==> src/rtl/gray_pkg.sv <==
// -----------------------------------------------------------------------------
// gray_pkg
//   Shared constants and helpers for the binary<->Gray converter.
//   Mode encodings:
//     MODE_B2G (0) : binary -> Gray
//     MODE_G2B (1) : Gray   -> binary
//   Helpers work on MAX_W-bit words. A caller with a narrower WIDTH zero-extends
//   its operand with a size cast and casts the result back to WIDTH. That is
//   exact for all three helpers because zero bits above WIDTH contribute nothing
//   to the shift, the prefix XOR or the bit-difference count.
// -----------------------------------------------------------------------------
package gray_pkg;

    localparam logic MODE_B2G = 1'b0;
    localparam logic MODE_G2B = 1'b1;

    // Widest supported code word
    localparam int MAX_W = 64;

    function automatic logic [MAX_W-1:0] bin2gray(input logic [MAX_W-1:0] b);
        return b ^ (b >> 1);
    endfunction

    // Prefix XOR from the MSB downwards: b[i] = ^g[MSB:i]
    function automatic logic [MAX_W-1:0] gray2bin(input logic [MAX_W-1:0] g);
        logic [MAX_W-1:0] b;
        b[MAX_W-1] = g[MAX_W-1];
        for (int i = MAX_W - 2; i >= 0; i--) begin
            b[i] = b[i+1] ^ g[i];
        end
        return b;
    endfunction

    // True when a and b differ in exactly one bit (equal words are not adjacent)
    function automatic logic is_adjacent(input logic [MAX_W-1:0] a,
                                         input logic [MAX_W-1:0] b);
        logic [MAX_W-1:0] diff;
        logic [31:0]      ones;
        diff = a ^ b;
        ones = 32'd0;
        for (int i = 0; i < MAX_W; i++) begin
            ones = ones + {31'd0, diff[i]};
        end
        return (ones == 32'd1);
    endfunction

endpackage

==> src/rtl/gray_adj_check.sv <==
// -----------------------------------------------------------------------------
// gray_adj_check
//   Gray adjacency monitor. Remembers the last accepted Gray->binary input word
//   and flags a new Gray word that does not differ from it in exactly one bit.
//   Only instantiated when GRAY_ADJ_CHECK_EN is defined.
// Ports
//   clk   in   1      rising-edge clock
//   rst   in   1      synchronous reset, active-high; clears history and hist_v
//   upd   in   1      a Gray->binary word is being accepted this cycle
//   word  in   WIDTH  incoming Gray word
//   err   out  1      word is not adjacent to the stored history (valid while
//                     the incoming word is a Gray->binary word)
// -----------------------------------------------------------------------------
module gray_adj_check
    import gray_pkg::*;
#(
    parameter int WIDTH = 4
) (
    input  logic             clk,
    input  logic             rst,
    input  logic             upd,
    input  logic [WIDTH-1:0] word,
    output logic             err
);

    logic [WIDTH-1:0] hist_q;
    logic [WIDTH-1:0] hist_d;
    logic             hist_v_q;
    logic             hist_v_d;

    // No history yet means nothing to compare against, so no error
    assign err = hist_v_q && !is_adjacent(MAX_W'(word), MAX_W'(hist_q));

    always_comb begin
        hist_d   = hist_q;
        hist_v_d = hist_v_q;
        if (upd) begin
            hist_d   = word;
            hist_v_d = 1'b1;
        end
    end

    always_ff @(posedge clk) begin
        if (rst) begin
            hist_q   <= '0;
            hist_v_q <= 1'b0;
        end else begin
            hist_q   <= hist_d;
            hist_v_q <= hist_v_d;
        end
    end

endmodule

==> src/rtl/gray_codec_pipe.sv <==
// -----------------------------------------------------------------------------
// gray_codec_pipe
//   Two-stage pipelined binary<->Gray converter with valid/ready handshake on
//   both sides. Every word carries its own mode, so modes can be mixed freely
//   in a stream. Full throughput (one word per clock), two-cycle latency, and
//   lossless back-pressure.
//
//   Optional feature: define GRAY_ADJ_CHECK_EN to enable the Gray adjacency
//   monitor (gray_adj_check). Without it out_adj_err is tied to 0.
//
// Parameters
//   WIDTH        code word width, 2..64
// Ports
//   clk          in   1      rising-edge clock
//   rst          in   1      synchronous reset, active-high
//   in_valid     in   1      input word valid
//   in_ready     out  1      block can accept input this cycle
//   in_data      in   WIDTH  word to convert
//   in_mode      in   1      0 = binary->Gray, 1 = Gray->binary
//   out_valid    out  1      converted word valid
//   out_ready    in   1      consumer accepts the output this cycle
//   out_data     out  WIDTH  converted word
//   out_mode     out  1      mode the word was converted with
//   out_adj_err  out  1      Gray adjacency violation flag
// -----------------------------------------------------------------------------
module gray_codec_pipe
    import gray_pkg::*;
#(
    parameter int WIDTH = 4
) (
    input  logic             clk,
    input  logic             rst,
    input  logic             in_valid,
    output logic             in_ready,
    input  logic [WIDTH-1:0] in_data,
    input  logic             in_mode,
    output logic             out_valid,
    input  logic             out_ready,
    output logic [WIDTH-1:0] out_data,
    output logic             out_mode,
    output logic             out_adj_err
);

    logic             vld_p1_q,  vld_p1_d;
    logic [WIDTH-1:0] data_p1_q, data_p1_d;
    logic             mode_p1_q, mode_p1_d;
    logic             err_p1_q,  err_p1_d;

    logic             vld_p2_q,  vld_p2_d;
    logic [WIDTH-1:0] data_p2_q, data_p2_d;
    logic             mode_p2_q, mode_p2_d;
    logic             err_p2_q,  err_p2_d;

    logic             s1_load;
    logic             s2_load;
    logic             in_fire;
    logic             adj_err_in;
    logic [WIDTH-1:0] conv_word;

    // A stage may load when it is empty or when its content moves on this cycle
    assign s2_load  = !vld_p2_q || out_ready;
    assign s1_load  = !vld_p1_q || s2_load;
    // Held high while rst is asserted so upstream never sees a stall during reset
    assign in_ready = rst || s1_load;
    assign in_fire  = in_valid && in_ready;

`ifdef GRAY_ADJ_CHECK_EN
    logic adj_err_raw;

    // The check is made as the word enters, against history from earlier words
    gray_adj_check #(
        .WIDTH (WIDTH)
    ) u_adj_check (
        .clk  (clk),
        .rst  (rst),
        .upd  (in_fire && (in_mode == MODE_G2B)),
        .word (in_data),
        .err  (adj_err_raw)
    );

    assign adj_err_in = (in_mode == MODE_G2B) && adj_err_raw;
`else
    assign adj_err_in = 1'b0;
`endif

    // ---- S1 -> S2 boundary: conversion ----
    always_comb begin
        if (mode_p1_q == MODE_G2B) begin
            conv_word = WIDTH'(gray2bin(MAX_W'(data_p1_q)));
        end else begin
            conv_word = WIDTH'(bin2gray(MAX_W'(data_p1_q)));
        end
    end

    always_comb begin
        vld_p1_d  = vld_p1_q;
        data_p1_d = data_p1_q;
        mode_p1_d = mode_p1_q;
        err_p1_d  = err_p1_q;
        vld_p2_d  = vld_p2_q;
        data_p2_d = data_p2_q;
        mode_p2_d = mode_p2_q;
        err_p2_d  = err_p2_q;

        // ---- input -> S1 ----
        if (s1_load) begin
            vld_p1_d = in_valid;
            if (in_valid) begin
                data_p1_d = in_data;
                mode_p1_d = in_mode;
                err_p1_d  = adj_err_in;
            end
        end

        // ---- S1 -> S2 ----
        if (s2_load) begin
            vld_p2_d = vld_p1_q;
            if (vld_p1_q) begin
                data_p2_d = conv_word;
                mode_p2_d = mode_p1_q;
                err_p2_d  = err_p1_q;
            end
        end
    end

    always_ff @(posedge clk) begin
        if (rst) begin
            vld_p1_q  <= 1'b0;
            data_p1_q <= '0;
            mode_p1_q <= 1'b0;
            err_p1_q  <= 1'b0;
            vld_p2_q  <= 1'b0;
            data_p2_q <= '0;
            mode_p2_q <= 1'b0;
            err_p2_q  <= 1'b0;
        end else begin
            vld_p1_q  <= vld_p1_d;
            data_p1_q <= data_p1_d;
            mode_p1_q <= mode_p1_d;
            err_p1_q  <= err_p1_d;
            vld_p2_q  <= vld_p2_d;
            data_p2_q <= data_p2_d;
            mode_p2_q <= mode_p2_d;
            err_p2_q  <= err_p2_d;
        end
    end

    // ---- S2 -> output ----
    assign out_valid   = vld_p2_q;
    assign out_data    = data_p2_q;
    assign out_mode    = mode_p2_q;
    assign out_adj_err = err_p2_q;

endmodule

==> config.mk <==
export PLATFORM = sky130hd
export DESIGN_NAME = gray_codec_pipe
export DESIGN_NICKNAME = d
export VERILOG_FILES = /design/src/rtl/gray_pkg.sv /design/src/rtl/gray_adj_check.sv /design/src/rtl/gray_codec_pipe.sv
export SDC_FILE = /design/constraint.sdc
export NUM_CORES = 1
export LEC_CHECK = 0
export CAP_MARGIN = 20
export CORE_AREA = 2 2 39 41
export DETAILED_ROUTE_END_ITERATION = 7
export DIE_AREA = 0 0 41 43
export PLACE_DENSITY = 0.71
export SYNTH_ARGS = -nofsm -noshare
export SYNTH_HDL_FRONTEND = slang
export SYNTH_SLANG_ARGS = --single-unit
export TNS_END_PERCENT = 10
==> constraint.sdc <==
create_clock -name clk -period 2.3 [get_ports clk]
set_input_delay 0.23 -clock clk [delete_from_list [all_inputs] [get_ports clk]]
set_output_delay 0.23 -clock clk [all_outputs]
set_load 0.005 [all_outputs]
==> results.cfg, run 1 <==
[status]
outcome = complete, no violations

[synthesis]
synth-main-ff-cell = dfxtp_1
yosys.area_share.simple_pct = 20.8
syn_nets = 71
synth-compound-area-share_pct = 23.1
synthAdderAreaFrac_pct = 0
yosysWarningCount = 0
ys_seq_area_share_pct = 45.3
ys_seq_elements = 12
synth_top_family_by_area = compound AO/OA/AOI/OAI gates
synth_edf_count = 0
syn-mean-instance-area_um2 = 8.56
yosysMostFrequentCell = dfxtp_1
synth_mux_area_share_pct = 0
synthXorXnorAreaFrac_pct = 6.60
yosysUniqueCellTypes = 20
synth_cells = 62
synth_commonest_cells = dfxtp_1 (12), a21oi_1 (10), o21ai_0 (9)
ys_top_cells_by_area = dfxtp_1 (45%), a21oi_1 (9.4%), o21ai_0 (8.5%)
yosysTopAreaCellShare_pct = 45.3
synth.largest_area_cell = dfxtp_1
syn-cell-area_um2 = 531
async_flop_share_pct = 0

[clocking]
clk_pin_slew_ps = 70
holdBufCountCts = 0
postCtsSetupBuffers = 0
clockBufferDepth = 2
cts.sinks = 12
cts_tree = built
ctsResizeCount = 0
clk_latency_ps = 270
cts_root_buffer = clkbuf_4
numCtsBuffers = 3
htreeDepth = 1

[timing]
fin_tns_setup_ps = 0
finClkSkew_ps = 1.01
min_period_ps = 1790
finalSetupViolations = 0
fin_crit_sh_pct = 77.7
grt_setup_unrepaired = no
maxSlewViolCount = 0
clock.fmax_mhz = 560
finalHoldViolCount = 0

[drt]
drt_iter0_drc = 11
vias = 485
via_per_inst = 5.05
finalWirelength_um = 1050
drtPass1Iterations = 4
drc = 0
routedWlPerCell_um = 10.9
ant_nets = 0

[power_and_ir_drop]
power_leakage_nw = 0.261
finalPower_mw = 0.451
p_per_area_nw_per_um2 = 616
ir_worst_vdd_mv = 0.267

[worst_setup_path]
crit_fanout = 6
slowest_stage = clkdlybuf4s50_1
cp.arrival_ps = 1560
cp_common_cell = clkdlybuf4s50_1
path_class = in2out
required_ps = 2070
worstPathBufferInverterCount = 2
worstSetupEndpointType = output pin
cp_top_family = buffers and inverters
slowest_delay_ps = 510
path_cells = clkdlybuf4s50_1 > and3b_1 > nand2b_1 > clkdlybuf4s50_1
critPathLaunchType = primary input

[placed_design]
hpwl_um = 745
place_inst = 92
io_buffers = 15
gp_congestion = 0.716

[floorplanning]
die_area_um2 = 1760
core_um2 = 1380
rows = 14
start_util_pct = 38.3
die_y_um = 43
die_w_um = 41
pin_count = 17

[grt]
grt_pass1_vias = 410
track_usage_pct = 14.6
grt.overflow.total = 0
grt_antenna_before_repair = 0
grt_max_degree = 14
grt_first_pass_wirelength_um = 1690

[final_layout]
fin_cells = 96
fillCellCount = 139
diodes = 0
multi_input_comb_area_um2 = 272
regArea_um2 = 240
drive_gt1_share_pct = 7.50
area_growth_pct = 38.2
nets = 90

[run]
max_cap_violations = 0

[min_path]
holdCritPathClass = reg2reg
[path summary, 6_finish.rpt]
kind                   from           to  slack, ps  cells past startpoint
setup reg to reg  out_valid  out_data[0]       1130                      3
setup / recovery  out_ready     in_ready        510                      4
hold / removal     out_mode     out_mode        480                      2
hold reg to reg    out_mode     out_mode        480                      2
[cells by family after synthesis]
kind of cell    Yosys count
other cells               1
xor+xnor                  4
simple gates             19
flops                    12
buf+inv                   4
compound gates           22
[routing by layer]
layer	up-vias	track usage [%]	share of wire [%]
met5	-	0	0
met4	0	12.0	1.8
met3	2	4.71	5.9
met2	16	19.4	48
met1	212	18.2	45
li1	255	-	-
[area by class of cell]
type | instances | area share [%]
clock buffer | 4 | 4.95
inverter | 2 | 1.02
multi-input combinational | 46 | 37.0
sequential | 12 | 32.8
tap | 16 | 2.73
timing repair buffer | 16 | 21.5
[placed cells by master, fill, tap and decap left out, types with 2 or more instances in the layout]
cell type / Yosys / layout
inv_1: 2 / 2
nor3_1: 2 / 2
clkdlybuf4s50_1: 0 / 15
nand3b_1: 2 / 2
nand2_1: 2 / 2
a21oi_1: 10 / 10
nor2b_1: 2 / 2
xnor2_1: 3 / 3
dfxtp_1: 12 / 12
nand2b_1: 2 / 2
o21ai_0: 9 / 9
nand3_1: 7 / 7
clkbuf_4: 0 / 3
[worst register-to-register path: cells and delay by family (launching register included)]
kind / cells / cell delay, ps
simple gates: 1 / 400
compound gates: 2 / 310
flops: 1 / 380
[through the flow]
step / hold WS [ps] / setup WS [ps] / util, % / area, um2
after global placement: 462 / 523 / 50.4 / 697
after floorplan: 378 / 1270 / - / 531
after detailed placement: 471 / 503 / 50.4 / 697
final: 477 / 513 / 53.0 / 733
after global routing: 499 / 445 / 53.0 / 733
after CTS: 482 / 498 / 53.0 / 733
[flip-flops by register name, indices dropped and copies added (netlist names)]
name and cells:
data_p1_q 4, mode_p1_q 1, out_data 4, out_mode 1, out_valid 1, vld_p1_q 1
[power breakdown]
| part | internal, mW | total, mW | switching (mW) |
|---|---|---|---|
| registers | 0.219 | 0.228 | 0.00900 |
| clock network | 0.0963 | 0.163 | 0.0670 |
| logic | 0.0356 | 0.0607 | 0.0251 |
| total | 0.350 | 0.451 | 0.101 |
Note: power is estimated with default switching activity, not from simulation.
==> run 2, diff against run 1 <==
- CORE_AREA: 2 2 39 41 -> default
- CORE_UTILIZATION: default -> 38
- DIE_AREA: 0 0 41 43 -> default
- PLACE_DENSITY: 0.71 -> 0.7
- clock period: 2.3 -> 1.63 ns (I/O delays scaled with it)
==> run 2 against run 1 <==
Effect of this change:
- clock power increased by 44%
- register-to-register slack got worse by 610 ps
- global-route usage increased by 1.3 points
- largest power group unchanged
- total power increased by 44%
- design area increased by 4.9%
- non-clock buffer count increased by 5
- hold slack got worse by 18 ps
- combinational power increased by 57%
- core utilization increased by 6.2 points
- critical path type unchanged
- routed wire length increased by 5.5%
- sequential power increased by 40%
- via count increased by 1.0%
==> results.cfg, run 2 (synthesized netlist as in run 1, its figures left out) <==
[drt]
drtPass1Iterations = 2
drc = 0
vias = 490
drt_iter0_drc = 5
ant_nets = 0
via_per_inst = 4.90
routedWlPerCell_um = 11.1
finalWirelength_um = 1110

[clocking]
cts_root_buffer = clkbuf_4
clockBufferDepth = 2
htreeDepth = 1
cts.sinks = 12
ctsResizeCount = 0
clk_latency_ps = 270
cts_tree = built
numCtsBuffers = 3
holdBufCountCts = 0
clk_pin_slew_ps = 80
postCtsSetupBuffers = 0

[floorplanning]
rows = 13
start_util_pct = 40.8
die_y_um = 39.4
core_um2 = 1300
pin_count = 17
die_area_um2 = 1550
die_w_um = 39.4

[grt]
grt_pass1_vias = 401
grt_antenna_before_repair = 0
grt.overflow.total = 0
grt_first_pass_wirelength_um = 1620
track_usage_pct = 15.9
grt_max_degree = 8

[power_and_ir_drop]
clock_power_share_pct = 36.1
p_seq_share_pct = 49.2
switching_share_pct = 22.9
power_leakage_nw = 0.287
internal_power_mw = 0.500
p_per_area_nw_per_um2 = 843
pwr-share-comb_pct = 14.7
switchingPower_mw = 0.149
finalPower_mw = 0.649
ir_worst_vdd_mv = 0.524

[worst_setup_path]
rr_worst_depth = 3
slowest_stage = clkdlybuf4s50_1
worstPathBufferInverterCount = 2
worstSetupEndpointType = output pin
crit_fanout = 2
cp_common_cell = clkdlybuf4s50_1
slowest_delay_ps = 490
path_class = in2out
timing.rr.start = data_p1_q[2]
cp_top_family = buffers and inverters
critPathLaunchType = primary input
path_cells = clkdlybuf4s50_1 > and3b_1 > nand2b_1 > clkdlybuf4s50_1
cp.arrival_ps = 1370
required_ps = 1470
r2r_end = out_data[0]
r2r_slack_ps = 520

[timing]
fin_tns_setup_ps = 0
finalSetupViolations = 0
finClkSkew_ps = 1.41
min_period_ps = 1530
fin_crit_sh_pct = 94.0
clock.fmax_mhz = 652
hold_ws_ps = 460
grt_setup_unrepaired = no
maxSlewViolCount = 0
finalHoldViolCount = 0

[final_layout]
final_cell_area_um2 = 769
regArea_um2 = 240
area_growth_pct = 45.0
nets = 95
diodes = 0
fillCellCount = 126
multi_input_comb_area_um2 = 272
drive_gt1_share_pct = 12.9
final_common_cell = clkdlybuf4s50_1
layout_common_cells = clkdlybuf4s50_1 (15), dfxtp_1 (12), a21oi_1 (10)

[status]
outcome = complete, no violations

[placed_design]
gp_congestion = 0.737
placed_cell_area_um2 = 733
hpwl_um = 816
io_buffers = 15

[run]
max_cap_violations = 0

[min_path]
holdCritPathClass = in2reg
hp-start = in_mode
hold_path_depth = 3
holdPathEnd = mode_p1_q
==> run 2: changes by cell type in the layout (fill, tap and decap cells not counted) <==
cell / before / now
buf_4: 1 / 6
==> run 2: layer usage <==
metal  up-vias  track usage [%]  wire length (um)
li1        265                -                 -
met1       211             20.8               583
met2        12             23.3               453
met3         2             3.41                52
met4         0             10.3                17
met5         -                0                 0
==> run 2: worst min-delay path, stage by stage <==
cell and delay, ps:
clkdlybuf4s50_1 400, nand3_1 70, a21oi_1 50
==> run 2: final cells by class <==
| class | instances | area share (%) |
|---|---|---|
| tap | 15 | 2.44 |
| clock buffer | 4 | 4.72 |
| multi-input combinational | 46 | 35.3 |
| timing repair buffer | 21 | 25.4 |
| inverter | 2 | 0.976 |
| sequential | 12 | 31.2 |
==> run 2: power by group through the flow <==
stage               logic (mW)  clock network, mW  registers (mW)
finish                  0.0951              0.234           0.319
floorplan               0.0427                  0           0.326
global placement        0.0940                  0           0.326
global route             0.106              0.249           0.321
CTS                     0.0953              0.238           0.319
detailed placement      0.0949                  0           0.326
==> run 2: per-stage QoR <==
stage / cells / utilization (%) / setup WS [ps]
3_5_place_dp: 96 / 56.3 / 98.7
5_1_grt: 100 / 59.1 / 44.8
4_1_cts: 100 / 59.1 / 87.2
3_3_place_gp: 96 / 56.3 / 93.6
6_report: 100 / 59.1 / 97.1
2_1_floorplan: 62 / - / 603
==> run 2: how the worst max path moves through the flow <==
stage / from / end / slack, ps / depth (start not counted)
floorplan: data_p1_q[2] / out_data[0] / 600 / 3
detailed placement: out_ready / in_ready / 100 / 4
global route: out_ready / in_ready / 40 / 4
global placement: out_ready / in_ready / 90 / 4
finish: out_ready / in_ready / 100 / 4
CTS: out_ready / in_ready / 90 / 4
